`src/rtl/alu_seq.sv`:
```
// Sequential integer ALU: single-cycle ops 0-9 and an iterative shift-add multiply.
// Valid/ready request and result handshakes with a registered result and nonzero flag.
module alu_seq #(
  parameter int XLEN = 32,
  parameter int SHW  = $clog2(XLEN)
) (
  input  logic            clk_i,
  input  logic            rst_i,
  input  logic            in_valid_i,
  output logic            in_ready_o,
  input  logic [3:0]      op_i,
  input  logic [XLEN-1:0] operand_a_i,
  input  logic [XLEN-1:0] operand_b_i,
  output logic            out_valid_o,
  input  logic            out_ready_i,
  output logic [XLEN-1:0] result_o,
  output logic            nonzero_o,
  output logic            busy_o
);

  typedef enum logic [1:0] {
    IDLE = 2'd0,
    BUSY = 2'd1,
    DONE = 2'd2
  } state_t;

  localparam logic [3:0] OP_MUL = 4'd10;

  state_t          state_r;
  logic [XLEN-1:0] result_r;
  logic            nonzero_r;
  logic [XLEN-1:0] mcand_r;
  logic [XLEN-1:0] mplier_r;
  logic [XLEN-1:0] acc_r;
  logic [SHW-1:0]  cnt_r;

  logic            in_ready_s;
  logic            accept_s;
  logic [XLEN-1:0] alu_s;
  logic [XLEN-1:0] step_sum_s;
  logic            last_step_s;

  function automatic logic [XLEN-1:0] alu_f(input logic [3:0]      op,
                                            input logic [XLEN-1:0] a,
                                            input logic [XLEN-1:0] b);
    logic [SHW-1:0]  sh;
    logic [XLEN-1:0] r;
    sh = b[SHW-1:0];
    case (op)
      4'd0:    r = a + b;
      4'd1:    r = a + ~b + {{(XLEN-1){1'b0}}, 1'b1};
      4'd2:    r = {{(XLEN-1){1'b0}}, ($signed(a) < $signed(b))};
      4'd3:    r = {{(XLEN-1){1'b0}}, (a < b)};
      4'd4:    r = a ^ b;
      4'd5:    r = a | b;
      4'd6:    r = a & b;
      4'd7:    r = a << sh;
      4'd8:    r = a >> sh;
      4'd9:    r = $unsigned($signed(a) >>> sh);
      default: r = {XLEN{1'b0}};
    endcase
    return r;
  endfunction

  // Handshake decode and one shift-add multiply step
  always_comb begin
    in_ready_s  = 1'b0;
    step_sum_s  = acc_r;
    case (state_r)
      IDLE:    in_ready_s = 1'b1;
      DONE:    in_ready_s = out_ready_i;
      default: in_ready_s = 1'b0;
    endcase
    if (mplier_r[0]) begin
      step_sum_s = acc_r + mcand_r;
    end else begin
      step_sum_s = acc_r;
    end
    accept_s    = in_valid_i && in_ready_s;
    last_step_s = (cnt_r == SHW'(XLEN - 1));
    alu_s       = alu_f(op_i, operand_a_i, operand_b_i);
  end

  // FSM, operand capture, multiply iteration and result registers
  always_ff @(posedge clk_i) begin
    if (rst_i) begin
      state_r   <= IDLE;
      result_r  <= {XLEN{1'b0}};
      nonzero_r <= 1'b0;
      mcand_r   <= {XLEN{1'b0}};
      mplier_r  <= {XLEN{1'b0}};
      acc_r     <= {XLEN{1'b0}};
      cnt_r     <= {SHW{1'b0}};
    end else if (accept_s) begin
      // Same path serves IDLE accepts and the zero-bubble handoff out of DONE
      if (op_i == OP_MUL) begin
        state_r  <= BUSY;
        mcand_r  <= operand_a_i;
        mplier_r <= operand_b_i;
        acc_r    <= {XLEN{1'b0}};
        cnt_r    <= {SHW{1'b0}};
      end else begin
        state_r   <= DONE;
        result_r  <= alu_s;
        nonzero_r <= |alu_s;
      end
    end else begin
      case (state_r)
        IDLE: begin
          state_r <= IDLE;
        end
        BUSY: begin
          acc_r    <= step_sum_s;
          mcand_r  <= mcand_r << 1;
          mplier_r <= mplier_r >> 1;
          if (last_step_s) begin
            state_r   <= DONE;
            result_r  <= step_sum_s;
            nonzero_r <= |step_sum_s;
            cnt_r     <= {SHW{1'b0}};
          end else begin
            cnt_r <= cnt_r + {{(SHW-1){1'b0}}, 1'b1};
          end
        end
        DONE: begin
          if (out_ready_i) begin
            state_r <= IDLE;
          end else begin
            state_r <= DONE;
          end
        end
        default: begin
          state_r <= IDLE;
        end
      endcase
    end
  end

  assign in_ready_o  = in_ready_s;
  assign out_valid_o = (state_r == DONE);
  assign busy_o      = (state_r == BUSY);
  assign result_o    = result_r;
  assign nonzero_o   = nonzero_r;

endmodule
```
`config.mk`:
```
export PLATFORM = sky130hd
export DESIGN_NAME = alu_seq
export DESIGN_NICKNAME = d
export VERILOG_FILES = /design/src/rtl/alu_seq.sv
export SDC_FILE = /design/constraint.sdc
export NUM_CORES = 1
export LEC_CHECK = 0
export BUFFER_PORTS_ARGS = -buffer_cell sky130_fd_sc_hd__buf_2
export CORE_MARGIN = 5
export CORE_UTILIZATION = 60
export DETAILED_ROUTE_END_ITERATION = 6
export PLACE_DENSITY = 0.83
export SYNTH_ARGS = -nofsm -noshare
export SYNTH_HDL_FRONTEND = slang
export SYNTH_SLANG_ARGS = --single-unit
export TNS_END_PERCENT = 5
```
`constraint.sdc`:
```
create_clock -name clk_i -period 6.9 [get_ports clk_i]
set_input_delay 1.38 -clock clk_i [delete_from_list [all_inputs] [get_ports clk_i]]
set_output_delay 1.38 -clock clk_i [all_outputs]
set_load 0.01 [all_outputs]
```
==> impl_metrics.py <==
metrics = {
    "status": {
        "status": "finished with violations",
        "violations": "DRC",
    },
    "critical_path": {
        "cp.required_ps": 7190,
        "path_buf_inv": 2,
        "reg2reg_slack_ps": 2280,
        "critPathSlowestCell": "or4b_1",
        "reg2reg_depth": 15,
        "worstPathCellList": "buf_4 -> ha_1 -> inv_1 -> fa_1 -> nand2b_1 -> a221oi_1 -> or3_1 -> a311o_1 -> a31oi_1 -> mux2_2 -> a211o_1 -> or4b_1 -> nor4_2 -> nand3_1 -> o31ai_1 -> a31oi_1",
        "critPathTopFamily": "compound AO/OA/AOI/OAI gates",
        "cp-end-kind": "flip-flop",
        "critical_path_class": "in -> reg",
        "reg2reg_to": "nonzero_o",
        "r2r_start": "mcand_r[0]",
        "path_max_fanout": 40,
        "worstSetupStartpointType": "input port",
        "arrival_ps": 6060,
        "max_stage_delay_ps": 530,
        "cpMostUsedCell": "a31oi_1",
    },
    "route": {
        "dr.first_iter.drc_count": 3821,
        "ant_nets": 0,
        "drc": 29,
        "routedWlPerCell_um": 28.7,
        "drt_wl_total_um": 81500,
        "vias": 21300,
        "dr.pass1.iters": 7,
        "via_per_inst": 7.50,
    },
    "yosys": {
        "synth.distinct_cells": 93,
        "yosys.area_share.simple_pct": 22.9,
        "synth_mux_area_share_pct": 11.9,
        "synthAdderAreaFrac_pct": 10.0,
        "synth_area_um2": 17700,
        "ys_seq_area_share_pct": 15.4,
        "postSynthCellCount": 2467,
        "ys_ff_latch": 136,
        "syn_area_per_cell_um2": 7.18,
        "synth_top_family_by_area": "compound AO/OA/AOI/OAI gates",
        "synthArstFlopShare_pct": 0,
        "synth_xor_area_share_pct": 1.53,
        "synth_compound_area_share_pct": 31.1,
        "synth_edf_count": 0,
        "postSynthNetCount": 2679,
        "synth_warnings": 0,
        "synth_ff_type": "dfxtp_1",
    },
    "floorplanning": {
        "coreArea_um2": 29400,
        "io-pin-count": 108,
        "die_h_um": 182,
        "initial_core_util_pct": 60.2,
        "fp.dieW_um": 182,
        "num_rows": 63,
        "dieArea_um2": 33100,
    },
    "global_routing": {
        "grt_pass1_wl_um": 121000,
        "grt_start_max_net_pins": 81,
        "grt_usage_pct": 47.3,
        "overflow": 0,
        "antenna_found_initial": 4,
        "grt_pass1_vias": 19500,
    },
    "placed_design": {
        "dp_hpwl_um": 60200,
        "io_buffers": 107,
        "dp_cells": 2810,
        "routabilityCongestion": 1.13,
    },
    "timing": {
        "slew_headroom_pct": 24.5,
        "fin_crit_sh_pct": 83.6,
        "tightest_slew_ps": 1130,
        "whs_ps": 449,
        "min_period_ps": 5770,
        "fmax_mhz": 173,
        "fin_skew_ps": 16.9,
        "rsz0062_at_grt": "no",
        "setup_viol_count_final": 0,
        "fin_setup_tns_ps": 0,
        "hold_violations": 0,
        "report.final.slew_viol_count": 0,
    },
    "pwr": {
        "power_leakage_nw": 7.58,
        "power.density_nw_per_um2": 156,
        "power_w": 0.00295,
        "vdd_ir_drop_max_mv": 0.204,
    },
    "cts": {
        "clk_latency_ps": 470,
        "clockRootBuffer": "clkbuf_16",
        "post-cts-setup-buffers": 0,
        "cts_tree": "yes",
        "cts_hold_buf": 0,
        "cts_max_path_buffers": 2,
        "cts_inserted_buffers": 17,
        "path_clk_slew_ps": 60,
        "clkSinkCount": 136,
        "cts-htree-levels": 4,
        "ctsResizeCount": 0,
    },
    "finish": {
        "fin_cells": 2842,
        "nFillCells": 2583,
        "diodes": 0,
        "area_growth_pct": 6.96,
        "drive_above_1_share_pct": 13.2,
        "layout.nets": 2651,
    },
    "hold_path": {
        "hold_depth": 2,
        "hold_path.startpoint": "result_o[27]",
        "min_path_type": "reg -> reg",
        "worstHoldEndpoint": "result_o[27]",
    },
    "flow_run": {
        "maxCapViolations": 0,
    },
}
==> synthesized netlist by cell type (14+ instances only) <==
cell	count	share of area, %
a211oi_1	68	2.9
a21o_1	34	1.4
a21oi_1	194	5.5
a221oi_1	14	0.69
a22oi_1	36	1.5
a311oi_1	74	3.7
a31oi_1	19	0.67
and2_1	15	0.53
buf_1	19	0.40
buf_2	18	0.51
clkbuf_1	162	3.4
dfxtp_1	136	15
ha_1	137	9.7
inv_1	114	2.4
mux2_2	45	2.9
mux2i_1	50	2.8
mux4_2	45	5.7
nand2_1	306	6.5
nand2b_1	31	1.1
nand3_1	42	1.2
nand4_1	23	0.81
nor2_1	327	6.9
nor2b_1	21	0.74
nor3_1	38	1.1
nor4_1	16	0.57
o211ai_1	35	1.5
o21a_1	20	0.85
o21ai_0	94	2.7
o221ai_1	17	0.84
o22ai_1	23	0.81
o31ai_1	15	0.64
or3_1	14	0.49
xnor2_1	23	1.1
==> worst max path at each step <==
stage	to	startpoint	slack (ps)	cells after the start
finish	nonzero_o	operand_b_i[0]	1130	16
global route	nonzero_o	operand_b_i[0]	980	14
CTS	nonzero_o	operand_b_i[0]	1240	16
detailed placement	nonzero_o	operand_b_i[0]	790	16
global placement	nonzero_o	operand_b_i[0]	910	16
floorplan	nonzero_o	operand_b_i[3]	1220	17
==> where the power goes <==
group | switching, W | total [W] | internal [W]
Clock | 0.000454 | 0.000980 | 0.000526
Sequential | 0.0000172 | 0.000823 | 0.000806
Combinational | 0.000775 | 0.00114 | 0.000368
==> cell type report <==
cell class	instances	area [µm²]	share of cell area, %
Tap cell	390	488	2.58
Clock buffer	19	453	2.39
Multi-Input combinational cell	2008	13800	72.7
Inverter	117	439	2.32
Timing Repair Buffer	159	943	4.98
Clock inverter	13	135	0.713
Sequential cell	136	2720	14.4
==> per-layer routing <==
metal	vias to the layer above	track usage, %	share of wire (%)	wire [µm]
met5	-	0	0.038	31
met4	4	26.8	7.4	6030
met3	418	14.5	15	12000
met2	1837	70.5	41	33700
met1	9958	60.5	36	29700
li1	9091	-	-	-
==> registers in the layout, summed over array words and instances, names as in the netlist <==
name       cells
acc_r         32
cnt_r          5
mcand_r       32
mplier_r      32
nonzero_o      1
result_o      32
state_r        2
==> cell families after synthesis <==
kind of cell	Yosys count
buf+inv	323
fa+ha+maj	140
compound gates	791
flops	136
simple gates	899
mux	147
xor+xnor	31
==> worst min-delay path, delay by kind of cell, from the launching register on <==
kind	cells	cell delay, ps
DFF	1	310
and+or+nand+nor	1	50
AOI/OAI and AO/OA	1	50
==> placed cells by master, fill, tap and decap left out, types with 68 or more instances in the layout <==
cell type	n
a211oi_1	68
a21oi_1	194
a311oi_1	74
buf_2	105
dfxtp_1	136
ha_1	137
inv_1	114
nand2_1	305
nor2_1	326
o21ai_0	93
==> metrics by stage <==
step           setup WS (ps)  instance area, µm²  util (%)
2_1_floorplan           1220               17700         -
3_3_place_gp             911               18400      62.4
3_5_place_dp             790               18400      62.4
4_1_cts                 1240               18900      64.4
5_1_grt                  984               18900      64.4
6_report                1130               18900      64.4
(Power assumes the default switching activity.)
